## config.mk

```make
export PLATFORM = sky130hd
export DESIGN_NAME = hit_resolver
export DESIGN_NICKNAME = d
export VERILOG_FILES = /design/src/rtl/hit_resolver.sv
export SDC_FILE = /design/constraint.sdc
export NUM_CORES = 1
export LEC_CHECK = 0
export ABC_AREA = 0
export ABC_CLOCK_PERIOD_IN_PS = 2940
export BUFFER_PORTS_ARGS = -buffer_cell sky130_fd_sc_hd__buf_2
export CORE_UTILIZATION = 34
export DETAILED_ROUTE_END_ITERATION = 10
export SLEW_MARGIN = 10
export SYNTH_ARGS = -nofsm -noshare
export SYNTH_HDL_FRONTEND = slang
export SYNTH_SLANG_ARGS = --single-unit
```

## constraint.sdc

```tcl
create_clock -name clk -period 2.94 [get_ports clk]
set_input_delay 0.441 -clock clk [delete_from_list [all_inputs] [get_ports clk]]
set_output_delay 0.441 -clock clk [all_outputs]
set_load 0.1 [all_outputs]
```

## src/rtl/hit_resolver.sv

```systemverilog
// hit_resolver: per-frame hit arbitration for a two-player fighting game.
// Accepts hits, applies damage and hitstun, and tracks the FIGHT/KO round flow.
// All outputs come straight from registers updated on frame_tick cycles.
module hit_resolver #(
    parameter logic [7:0] MAX_HEALTH  = 8'd100,
    parameter logic [7:0] DAMAGE      = 8'd10,
    parameter logic [5:0] STUN_FRAMES = 6'd30
) (
    input  logic       clk,
    input  logic       rst,
    input  logic       frame_tick,
    input  logic [1:0] hitresult,
    input  logic [3:0] p1_state,
    input  logic [3:0] p2_state,
    input  logic       restart,
    output logic [7:0] p1_health,
    output logic [7:0] p2_health,
    output logic       p1_stunned,
    output logic       p2_stunned,
    output logic       p1_hit_pulse,
    output logic       p2_hit_pulse,
    output logic       game_over,
    output logic [1:0] winner
);

    typedef enum logic {
        FIGHT = 1'b0,
        KO    = 1'b1
    } state_e;

    state_e     state_q, state_d;

    logic [7:0] p1_health_q, p1_health_d;
    logic [7:0] p2_health_q, p2_health_d;
    logic [5:0] p1_stun_q, p1_stun_d;
    logic [5:0] p2_stun_q, p2_stun_d;
    logic       p1_stunned_q, p1_stunned_d;
    logic       p2_stunned_q, p2_stunned_d;
    logic       p1_consumed_q, p1_consumed_d;
    logic       p2_consumed_q, p2_consumed_d;
    logic       p1_hit_pulse_q, p1_hit_pulse_d;
    logic       p2_hit_pulse_q, p2_hit_pulse_d;
    logic       game_over_q, game_over_d;
    logic [1:0] winner_q, winner_d;

    // Accepted-hit strobes for the current frame (P1 lands on P2, P2 lands on P1)
    logic       p1_lands;
    logic       p2_lands;

    // Attack start, attack end and attack pull are the states that belong to one swing
    function automatic logic is_attacking(input logic [3:0] st);
        return (st == 4'd3) || (st == 4'd4) || (st == 4'd5);
    endfunction

    // Health never wraps: a hit bigger than what is left just empties the bar
    function automatic logic [7:0] take_damage(input logic [7:0] h);
        return (h > DAMAGE) ? (h - DAMAGE) : 8'd0;
    endfunction

    // Counting hitstun down by one frame, holding at zero
    function automatic logic [5:0] stun_tick(input logic [5:0] s);
        return (s != 6'd0) ? (s - 6'd1) : 6'd0;
    endfunction

    // Round FSM state register
    always_ff @(posedge clk or posedge rst) begin
        if (rst) begin
            state_q <= FIGHT;
        end else begin
            state_q <= state_d;
        end
    end

    // Next-state and per-frame game update; nothing moves unless frame_tick is high
    always_comb begin
        state_d        = state_q;
        p1_health_d    = p1_health_q;
        p2_health_d    = p2_health_q;
        p1_stun_d      = p1_stun_q;
        p2_stun_d      = p2_stun_q;
        p1_consumed_d  = p1_consumed_q;
        p2_consumed_d  = p2_consumed_q;
        p1_hit_pulse_d = 1'b0;
        p2_hit_pulse_d = 1'b0;
        game_over_d    = game_over_q;
        winner_d       = winner_q;
        p1_lands       = 1'b0;
        p2_lands       = 1'b0;

        if (frame_tick) begin
            case (state_q)
                FIGHT: begin
                    // A hit only counts once per swing and never on a victim already in hitstun
                    p1_lands = hitresult[1] && !p1_consumed_q && (p2_stun_q == 6'd0);
                    p2_lands = hitresult[0] && !p2_consumed_q && (p1_stun_q == 6'd0);

                    if (p1_lands) begin
                        p2_health_d = take_damage(p2_health_q);
                        p2_stun_d   = STUN_FRAMES;
                    end else begin
                        p2_stun_d   = stun_tick(p2_stun_q);
                    end

                    if (p2_lands) begin
                        p1_health_d = take_damage(p1_health_q);
                        p1_stun_d   = STUN_FRAMES;
                    end else begin
                        p1_stun_d   = stun_tick(p1_stun_q);
                    end

                    // Leaving the attack states re-arms the attacker for the next swing
                    if (!is_attacking(p1_state)) begin
                        p1_consumed_d = 1'b0;
                    end else if (p1_lands) begin
                        p1_consumed_d = 1'b1;
                    end

                    if (!is_attacking(p2_state)) begin
                        p2_consumed_d = 1'b0;
                    end else if (p2_lands) begin
                        p2_consumed_d = 1'b1;
                    end

                    p2_hit_pulse_d = p1_lands;
                    p1_hit_pulse_d = p2_lands;

                    // Either bar emptying ends the round; both emptying together is a draw
                    if ((p1_health_d == 8'd0) || (p2_health_d == 8'd0)) begin
                        state_d     = KO;
                        game_over_d = 1'b1;
                        winner_d    = {(p1_health_d == 8'd0), (p2_health_d == 8'd0)};
                    end
                end

                KO: begin
                    if (restart) begin
                        state_d       = FIGHT;
                        p1_health_d   = MAX_HEALTH;
                        p2_health_d   = MAX_HEALTH;
                        p1_stun_d     = 6'd0;
                        p2_stun_d     = 6'd0;
                        p1_consumed_d = 1'b0;
                        p2_consumed_d = 1'b0;
                        game_over_d   = 1'b0;
                        winner_d      = 2'b00;
                    end else begin
                        // Health and winner stay frozen; stun animations still run out
                        p1_stun_d = stun_tick(p1_stun_q);
                        p2_stun_d = stun_tick(p2_stun_q);
                        if (!is_attacking(p1_state)) begin
                            p1_consumed_d = 1'b0;
                        end
                        if (!is_attacking(p2_state)) begin
                            p2_consumed_d = 1'b0;
                        end
                    end
                end

                default: begin
                    state_d = FIGHT;
                end
            endcase
        end

        p1_stunned_d = (p1_stun_d != 6'd0);
        p2_stunned_d = (p2_stun_d != 6'd0);
    end

    // Round data registers; reset discards everything mid-round
    always_ff @(posedge clk or posedge rst) begin
        if (rst) begin
            p1_health_q    <= MAX_HEALTH;
            p2_health_q    <= MAX_HEALTH;
            p1_stun_q      <= 6'd0;
            p2_stun_q      <= 6'd0;
            p1_stunned_q   <= 1'b0;
            p2_stunned_q   <= 1'b0;
            p1_consumed_q  <= 1'b0;
            p2_consumed_q  <= 1'b0;
            p1_hit_pulse_q <= 1'b0;
            p2_hit_pulse_q <= 1'b0;
            game_over_q    <= 1'b0;
            winner_q       <= 2'b00;
        end else begin
            p1_health_q    <= p1_health_d;
            p2_health_q    <= p2_health_d;
            p1_stun_q      <= p1_stun_d;
            p2_stun_q      <= p2_stun_d;
            p1_stunned_q   <= p1_stunned_d;
            p2_stunned_q   <= p2_stunned_d;
            p1_consumed_q  <= p1_consumed_d;
            p2_consumed_q  <= p2_consumed_d;
            p1_hit_pulse_q <= p1_hit_pulse_d;
            p2_hit_pulse_q <= p2_hit_pulse_d;
            game_over_q    <= game_over_d;
            winner_q       <= winner_d;
        end
    end

    assign p1_health    = p1_health_q;
    assign p2_health    = p2_health_q;
    assign p1_stunned   = p1_stunned_q;
    assign p2_stunned   = p2_stunned_q;
    assign p1_hit_pulse = p1_hit_pulse_q;
    assign p2_hit_pulse = p2_hit_pulse_q;
    assign game_over    = game_over_q;
    assign winner       = winner_q;

endmodule

```

==> flow_metrics.env, run 1 <==
export IMPL_yosysUniqueCellTypes=63
export IMPL_ctsResizeCount=0
export IMPL_holdBufCountCts=0
export IMPL_cts_made_buffers=5
export IMPL_drv_cap=0
export IMPL_finalHoldViolations=0
export IMPL_rsz0062_at_grt="false"
export IMPL_antenna_found_initial=0
export IMPL_dieArea_um2=7500
export IMPL_fmax_mhz=413
export IMPL_grt_overflow_total=0
export IMPL_finalPower_uw=2610
export IMPL_ys_ff_latch=38
export IMPL_fin_util=0.409
export IMPL_diodes=0
export IMPL_drc=0
export IMPL_r2r_end="winner[0]"
export IMPL_cp_data_required_time_ns=3.12
export IMPL_switchingPower_uw=1370
export IMPL_postCtsSetupRepairBufs=0
export IMPL_syn_area_um2=2430
export IMPL_fillers=724
export IMPL_tns_ns=0
export IMPL_drv_slew=0
export IMPL_die_w_um=86.6
export IMPL_place_congestion=0.873
export IMPL_portBuffers=36
export IMPL_seq_area_frac_synth=0.394
export IMPL_crit_path_max_fanout=7
export IMPL_hold_ws_ns=0.196
export IMPL_swShare=0.524
export IMPL_vias=2257
export IMPL_start_kind="flip-flop"
export IMPL_clockBufferDepth=2
export IMPL_slew_headroom=0.618
export IMPL_vdd_drop_max_mv=0.381
export IMPL_rows=30
export IMPL_antenna_left=0
export IMPL_vias_per_cell=5.44
export IMPL_synthFlopType="dfrtp_1"
export IMPL_synth_edf_count=0
export IMPL_static_leakage_power_uw=0.00120
export IMPL_worstReg2RegStart="p1_health[1]"
export IMPL_setup_violations=0
export IMPL_fin_area_um2=2810
export IMPL_ctsRootBufferMaster="clkbuf_8"
export IMPL_synthCells=280
export IMPL_skew_ns=0.00541
export IMPL_grt_max_degree=32
export IMPL_cts_tree="done"
export IMPL_worstSkewPairLatency_ns=0.29
export IMPL_initial_core_util=0.354
export IMPL_timing_final_crit_period_ns=2.42
export IMPL_setup_worst_path_end_class="flip-flop"
export IMPL_syn_mean_instance_area_um2=8.69
export IMPL_hold_path_class="in -> async"
export IMPL_critPathArrivalTime_ns=2.60
export IMPL_core_um2=6870
export IMPL_async_flop_share=1.00
export IMPL_finalCritPeriodShare=0.823
export IMPL_r2r_setup_slack_ns=0.52
export IMPL_h_tree_depth=2
export IMPL_synth_yosys_warnings=0
export IMPL_wl_per_cell_um=14.1
export IMPL_r2r_worst_path_cells=9
export IMPL_routed_wl_mm=5.86
export IMPL_combPwrFrac=0.500
export IMPL_dpl_cell_area_um2=2720
export IMPL_power_internal_uw=1240
export IMPL_power_density_nw_per_um2=931
export IMPL_tritoncts_num_sinks=38
export IMPL_io_pins=37
export IMPL_hpwl_mm=4.24
export IMPL_synth_nets=300
export IMPL_drt_iter0_markers=132
export IMPL_path_clk_slew_ns=0.08
export IMPL_outcome="complete, no violations"
export IMPL_nets=338
export IMPL_track_usage=0.167
export IMPL_areaGrowthSynthToFinish_pct=15.4
export IMPL_first_global_vias=2064
export IMPL_crit_type="reg -> reg"
export IMPL_drive_gt1_frac=0.238
export IMPL_power_share_clock=0.144
export IMPL_dr_pass1_iters=4
export IMPL_grt_pass1_wl_mm=9.86
export IMPL_die_h_um=86.6
export IMPL_power_frac_seq=0.356
export IMPL_worstMarginPinSlew_ns=0.573
kinds of logic after synthesis:
group                      count (synthesis)  share of synthesized area
and+or+nand+nor                          104                      0.238
AOI/OAI and AO/OA                         95                      0.259
DFF                                       38                      0.394
buffers and inverters                     32                     0.0581
adders and majority gates                  6                     0.0309
xor gates and xnor gates                   3                     0.0108
muxes                                      2                    0.00926
placed cells by master, fill, tap and decap left out, types with 2 or more instances in the layout:
master	Yosys	final
a2bb2oi_1	2	2
nor4_1	3	3
o21ai_2	2	2
nand3_1	5	5
dfstp_2	6	6
xor2_1	2	2
mux2_2	2	2
a31oi_1	7	7
dfrtp_1	32	32
a21oi_1	23	23
nand2b_1	3	3
buf_2	2	36
ha_1	6	6
o21ai_0	26	26
o21a_1	2	2
a211o_1	2	2
nor3_1	11	11
buf_4	1	6
inv_1	21	21
and4_4	2	2
nand2_1	32	32
or3_1	2	2
o31ai_1	2	2
nor2_1	25	25
clkbuf_8	0	6
nand3b_1	2	2
o21ai_1	3	3
o22ai_1	6	6
o32ai_1	3	3
a22oi_1	2	2
a22o_1	4	4
nor2b_1	2	2
synth_stat cells (all sizes together), types with 2 or more instances:
master,number,area share
dfrtp,32,0.33
nand2,32,0.049
o21ai,31,0.067
nor2,26,0.043
a21oi,24,0.051
inv,21,0.032
nor3,12,0.029
a31oi,7,0.018
buf,6,0.018
dfstp,6,0.065
ha,6,0.031
o22ai,6,0.015
clkbuf,5,0.0077
nand3,5,0.010
nor4,5,0.022
a22o,4,0.014
and4,3,0.013
nand2b,3,0.0077
o32ai,3,0.011
a211o,2,0.0072
a22oi,2,0.0062
a2bb2oi,2,0.0072
and2,2,0.0062
mux2,2,0.0093
nand3b,2,0.0062
nor2b,2,0.0051
nor4b,2,0.0098
o21a,2,0.0062
o31ai,2,0.0062
or3,2,0.0051
xor2,2,0.0072
area by class of cell:
| class | count | area (µm²) | area share |
|---|---|---|---|
| multi-input cells | 210 | 1330 | 0.475 |
| clock inverters | 1 | 5.00 | 0.00178 |
| flip-flops and latches | 38 | 958 | 0.342 |
| clock buffers | 7 | 86.3 | 0.0308 |
| repair buffers | 42 | 225 | 0.0802 |
| well taps | 96 | 120 | 0.0428 |
| inverters | 21 | 78.8 | 0.0281 |
flip-flops by register name, indices dropped and copies added (netlist names):
signal,flops
p1_consumed_q,1
p1_hit_pulse,1
state_q,1
p2_consumed_q,1
p2_stun_q,6
winner,2
p1_health,8
p1_stunned,1
p2_hit_pulse,1
game_over,1
p2_health,8
p2_stunned,1
p1_stun_q,6
per-layer routing:
layer | wire length (µm) | track usage | up-vias
met1 | 2890 | 0.244 | 1089
li1 | - | - | 1101
met3 | 277 | 0.0333 | 7
met4 | 51 | 0.0470 | 0
met2 | 2640 | 0.250 | 60
met5 | 0 | 0 | -
critical path, stage by stage, from the launching register on:
cell,delay [ns]
dfrtp_1,0.45
inv_1,0.15
ha_1,0.27
nand2b_1,0.22
nand3b_1,0.10
a211oi_1,0.29
o21ai_2,0.10
a2111oi_4,0.43
o21ai_1,0.12
a22o_1,0.18
worst max-delay path by stage:
stage	from	end	depth (start not counted)
floorplan	p1_health[1]	winner[0]	9
global placement	p1_health[1]	winner[0]	9
detailed placement	p1_health[1]	winner[0]	9
CTS	p2_stun_q[0]	winner[1]	9
global route	p1_health[1]	winner[0]	9
finish	p1_health[1]	winner[0]	9
stage by stage:
stage / cells / worst slack [ns]
floorplan: 280 / 0.0805
global placement: 407 / 0.596
detailed placement: 407 / 0.528
CTS: 415 / 0.518
global route: 415 / 0.339
finish: 415 / 0.520
power by group through the flow:
stage | registers, µW | clock network, µW | logic, µW
floorplan | 1400 | 0 | 595
global placement | 938 | 0 | 1290
detailed placement | 936 | 0 | 1300
CTS | 928 | 392 | 1310
global route | 961 | 413 | 1410
finish | 930 | 376 | 1310
Power figures use the tool's default switching activity.
==> run 2: changes to the inputs <==
- ABC_CLOCK_PERIOD_IN_PS: 2940 -> 2320
- clock period: 2.94 -> 2.32 ns (I/O delays scaled with it)
==> run 2 against run 1 <==
  * Critical path depth did not move
  * Maximum frequency is 7.0% higher
  * Hold slack lost 0.042 ns
  * Utilization grew 1.9 points
  * Die area unchanged
  * Sequential power rose by 29%
  * Non-clock buffer count up 10
==> flow_metrics.env, run 2 (same netlist as run 1, synthesis figures left out) <==
export IMPL_outcome="complete, no violations"
export IMPL_power_share_clock=0.133
export IMPL_slew_headroom=0.490
export IMPL_drive_gt1_frac=0.301
export IMPL_antenna_found_initial=0
export IMPL_grt_max_degree=39
export IMPL_start_kind="flip-flop"
export IMPL_portBuffers=36
export IMPL_rsz0062_at_grt="true"
export IMPL_rows=30
export IMPL_finalPower_uw=3390
export IMPL_h_tree_depth=2
export IMPL_vias_per_cell=5.44
export IMPL_worstSkewPairLatency_ns=0.30
export IMPL_fmax_mhz=442
export IMPL_drt_iter0_markers=128
export IMPL_cts_tree="done"
export IMPL_antenna_left=0
export IMPL_routed_wl_mm=6.04
export IMPL_areaGrowthSynthToFinish_pct=20.7
export IMPL_place_congestion=0.820
export IMPL_switchingPower_uw=1770
export IMPL_combPwrFrac=0.514
export IMPL_path_clk_slew_ns=0.09
export IMPL_tritoncts_num_sinks=38
export IMPL_finalCritPeriodShare=0.975
export IMPL_crit_type="reg -> reg"
export IMPL_tns_ns=0
export IMPL_setup_violations=0
export IMPL_critPathArrivalTime_ns=2.44
export IMPL_crit_path_max_fanout=5
export IMPL_power_internal_uw=1620
export IMPL_grt_pass1_wl_mm=10.2
export IMPL_diodes=0
export IMPL_clockBufferDepth=2
export IMPL_first_global_vias=2119
export IMPL_io_pins=37
export IMPL_swShare=0.521
export IMPL_drv_slew=0
export IMPL_ctsRootBufferMaster="clkbuf_8"
export IMPL_nets=348
export IMPL_dieArea_um2=7500
export IMPL_critPathMaxStageDelay_ns=0.65
export IMPL_power_frac_seq=0.353
export IMPL_finalHoldViolations=0
export IMPL_worstPathBufferInverterCount=1
export IMPL_drc=0
export IMPL_initial_core_util=0.354
export IMPL_core_um2=6870
export IMPL_vias=2310
export IMPL_cts_made_buffers=5
export IMPL_hold_path_class="in -> async"
export IMPL_drv_cap=0
export IMPL_crit_path_cell_trace="inv_4 -> ha_4 -> nor2b_4 -> nand2_2 -> a211oi_2 -> o21ai_2 -> a2111oi_4 -> o21ai_1 -> a22o_1"
export IMPL_final_common_cell="buf_2"
export IMPL_worst_path_max_delay_cell="dfstp_4"
export IMPL_skew_ns=0.0182
export IMPL_critical_path_top_delay_family="compound AO/OA/AOI/OAI gates"
export IMPL_track_usage=0.174
export IMPL_cp_data_required_time_ns=2.50
export IMPL_vdd_drop_max_mv=0.533
export IMPL_static_leakage_power_uw=0.00125
export IMPL_die_h_um=86.6
export IMPL_die_w_um=86.6
export IMPL_worstMarginPinSlew_ns=0.759
export IMPL_grt_overflow_total=0
export IMPL_power_density_nw_per_um2=1150
export IMPL_wl_per_cell_um=14.2
export IMPL_dr_pass1_iters=4
export IMPL_holdBufCountCts=0
export IMPL_hpwl_mm=4.34
export IMPL_final_cell_mix="buf_2, nand2_1, dfrtp_1, nor2_1, o21ai_0"
export IMPL_timing_final_crit_period_ns=2.26
export IMPL_setup_worst_path_end_class="flip-flop"
-- run 2: stage by stage --
stage | worst slack [ns] | area (µm²) | cells | hold WS, ns | utilization
finish | 0.0582 | 2940 | 425 | 0.154 | 0.428
global route | -0.0494 | 2940 | 425 | 0.220 | 0.428
CTS | 0.00486 | 2870 | 421 | 0.178 | 0.417
detailed placement | 0.0196 | 2790 | 413 | 0.502 | 0.405
global placement | 0.0341 | 2790 | 413 | 0.497 | 0.405
floorplan | -0.00437 | 2460 | 280 | 0.461 | -
-- run 2: repair_timing --
item,in CTS,in global routing
setup buffers,0,4
endpoints found under the setup margin,0,4
resized for setup,0,11
-- run 2: cell type report --
cell class | instances | area [µm²]
inverters | 21 | 81.3
clock buffers | 8 | 80.1
flip-flops and latches | 38 | 976
repair buffers | 52 | 300
well taps | 96 | 120
fillers | 700 | 3930
multi-input cells | 210 | 1380
-- run 2: metal layers --
| metal | global-route usage | vias up | share of wire |
|---|---|---|---|
| li1 | - | 1123 | - |
| met1 | 0.238 | 1100 | 0.47 |
| met2 | 0.271 | 79 | 0.46 |
| met3 | 0.0362 | 8 | 0.062 |
| met4 | 0.0621 | 0 | 0.012 |
| met5 | 0 | - | 0 |
-- run 2: worst paths after layout --
path,from,end,slack (ns),depth (start not counted)
max,p1_health[2],winner[0],0.06,9
min reg2reg,winner[0],winner[0],0.54,1
max in group asynchronous,rst,p2_health[3],1.80,3
min in group clk,p1_state[3],p1_consumed_q,0.25,2
max reg2reg,p1_health[2],winner[0],0.06,9
min,rst,p1_health[1],0.15,3
-- run 2: power by group through the flow --
stage | Clock [µW] | Combinational [µW] | Sequential (µW)
final | 450 | 1740 | 1200
after global routing | 489 | 1880 | 1230
after CTS | 470 | 1680 | 1190
after detailed placement | 0 | 1680 | 1200
after global placement | 0 | 1670 | 1200
after floorplan | 0 | 757 | 1790
-- run 2: tightest hold or removal path: stages --
cell	delay, ns
buf_2	0.10
inv_1	0.04
buf_4	0.41
==> run 3: changes to the inputs <==
- ABC_CLOCK_PERIOD_IN_PS: 2320 -> 2200
- CORE_UTILIZATION: 34 -> 41
- clock period: 2.32 -> 2.2 ns (I/O delays scaled with it)
==> run 3 against run 2 <==
  * The flow now finishes with violations (setup timing)
  * Combinational power increased by 16%
  * Wire length increased by 4.3%
  * Critical path depth decreased by 1
  * Global-route usage increased by 4.2 points
  * Maximum frequency increased by 2.8%
  * Largest power group unchanged
==> flow_metrics.env, run 3 (same netlist as run 1, synthesis figures left out) <==
export IMPL_slew_headroom=0.669
export IMPL_rows=27
export IMPL_vdd_drop_max_mv=0.635
export IMPL_vias_per_cell=5.57
export IMPL_skew_ns=0.00582
export IMPL_die_h_um=79.0
export IMPL_final_seq_area_um2=987
export IMPL_dr_pass1_iters=6
export IMPL_power_density_nw_per_um2=1230
export IMPL_cts_made_buffers=5
export IMPL_h_tree_depth=2
export IMPL_dieArea_um2=6240
export IMPL_die_w_um=79.0
export IMPL_final_common_cell="buf_2"
export IMPL_setup_worst_path_end_class="flip-flop"
export IMPL_clockBufferDepth=2
export IMPL_worstPathBufferInverterCount=1
export IMPL_static_leakage_power_uw=0.00136
export IMPL_crit_path_max_fanout=6
export IMPL_crit_path_cell_trace="inv_4 -> ha_4 -> nand2b_4 -> a21oi_1 -> o31ai_2 -> a2111oi_4 -> o21ai_1 -> a22o_1"
export IMPL_timing_final_crit_period_ns=2.20
export IMPL_worstReg2RegStart="p1_health[2]"
export IMPL_drt_iter0_markers=134
export IMPL_cp_data_required_time_ns=2.39
export IMPL_nets=366
export IMPL_tritoncts_num_sinks=38
export IMPL_grt_pass1_wl_mm=10.5
export IMPL_io_pins=37
export IMPL_hpwl_mm=4.45
export IMPL_core_um2=5610
export IMPL_initial_core_util=0.434
export IMPL_areaGrowthSynthToFinish_pct=28.9
export IMPL_diodes=0
export IMPL_routed_wl_mm=6.29
export IMPL_worstMarginPinSlew_ns=0.496
export IMPL_hold_path_class="in -> async"
export IMPL_critical_path_top_delay_family="compound AO/OA/AOI/OAI gates"
export IMPL_first_global_vias=2209
export IMPL_setup_violations=1
export IMPL_r2r_worst_path_cells=8
export IMPL_drive_gt1_frac=0.375
export IMPL_drc=0
export IMPL_track_usage=0.216
export IMPL_drv_cap=0
export IMPL_grt_overflow_total=0
export IMPL_portBuffers=36
export IMPL_finalHoldViolations=0
export IMPL_wl_per_cell_um=15.0
export IMPL_worst_path_max_delay_cell="dfstp_4"
export IMPL_rsz0062_at_grt="true"
export IMPL_antenna_found_initial=0
export IMPL_start_kind="flip-flop"
export IMPL_antenna_left=0
export IMPL_critPathArrivalTime_ns=2.39
export IMPL_place_congestion=0.846
export IMPL_final_cell_mix="buf_2, buf_4, nand2_1, nor2_1, o21ai_0"
export IMPL_critPathMaxStageDelay_ns=0.63
export IMPL_fmax_mhz=454
export IMPL_finalCritPeriodShare=1.00
export IMPL_crit_type="reg -> reg"
export IMPL_setup_ws_ns=-0.00115
export IMPL_r2r_end="winner[0]"
export IMPL_drv_slew=0
export IMPL_r2r_setup_slack_ns=-0.001
export IMPL_multi_input_area_um2=1420
export IMPL_cts_tree="done"
export IMPL_ctsRootBufferMaster="clkbuf_8"
export IMPL_fillers=539
export IMPL_holdBufCountCts=0
export IMPL_worstSkewPairLatency_ns=0.30
export IMPL_fin_util=0.559
export IMPL_vias=2332
export IMPL_dp_cells=407
export IMPL_violations="setup timing"
export IMPL_grt_max_degree=39
export IMPL_path_clk_slew_ns=0.08
export IMPL_finalNonFillerCells=419
export IMPL_hold_ws_ns=0.145
export IMPL_outcome="finished with violations"
## run 3: changes by cell type in the layout (fill, tap and decap cells not counted), moves of 2 or more
cell	change
o21ai_1	-2
buf_4	+17
dfrtp_1	-4
clkbuf_1	-3
dfrtp_2	+3
o21ai_2	+2
clkbuf_8	+3
## run 3: through the flow
step,setup WS (ns),power (µW),TNS (ns),area (µm²)
global route,-0.0645,4090,-0.129,3130
floorplan,-0.0499,2720,-0.0897,2490
finish,-0.00115,3840,-0.00115,3130
detailed placement,0.000634,3170,0,2930
global placement,0.0803,3160,0,2930
CTS,0.00382,3770,0,3050
## run 3: tightest hold or removal path: stages
cell,delay [ns]
buf_2,0.09
inv_1,0.05
buf_4,0.43
## run 3: report_power, final
group	total (µW)	leakage, µW	internal [µW]	switching [µW]
combinational	2020	0.000866	635	1380
clock	582	0.0000575	317	265
sequential	1240	0.000438	956	285
total	3840	0.00136	1910	1930
## run 3: what timing repair did
item / CTS / global route
resized for setup: 2 / 10
pin swaps: 0 / 6
buffers inserted: 0 / 4
gates cloned: 0 / 0
hold endpoints to repair: 0 / 0
endpoints found under the setup margin: 2 / 5
## run 3: cell type report
class | count | area share
Inverter | 21 | 0.0267
Tap cell | 72 | 0.0287
Multi-Input combinational cell | 210 | 0.451
Clock buffer | 8 | 0.0351
Timing Repair Buffer | 70 | 0.143
Sequential cell | 38 | 0.315
## run 3: worst max path at each step
| stage | from | end | depth (start not counted) | slack [ns] |
|---|---|---|---|---|
| after floorplan | p1_health[2] | winner[0] | 8 | -0.05 |
| after global placement | p1_health[2] | winner[0] | 8 | 0.08 |
| after detailed placement | p1_health[2] | winner[0] | 8 | 0.0006 |
| after CTS | p1_health[2] | winner[0] | 9 | 0.004 |
| after global routing | p1_health[2] | winner[0] | 8 | -0.06 |
| final | p1_health[2] | winner[0] | 8 | -0.001 |
## run 3: layer usage
layer | GRT usage | wire (µm) | vias up
met1 | 0.290 | 3020 | 1116
met4 | 0.0800 | 88 | 0
met5 | 0 | 0 | -
met2 | 0.351 | 2990 | 53
met3 | 0.0310 | 196 | 7
li1 | - | - | 1156
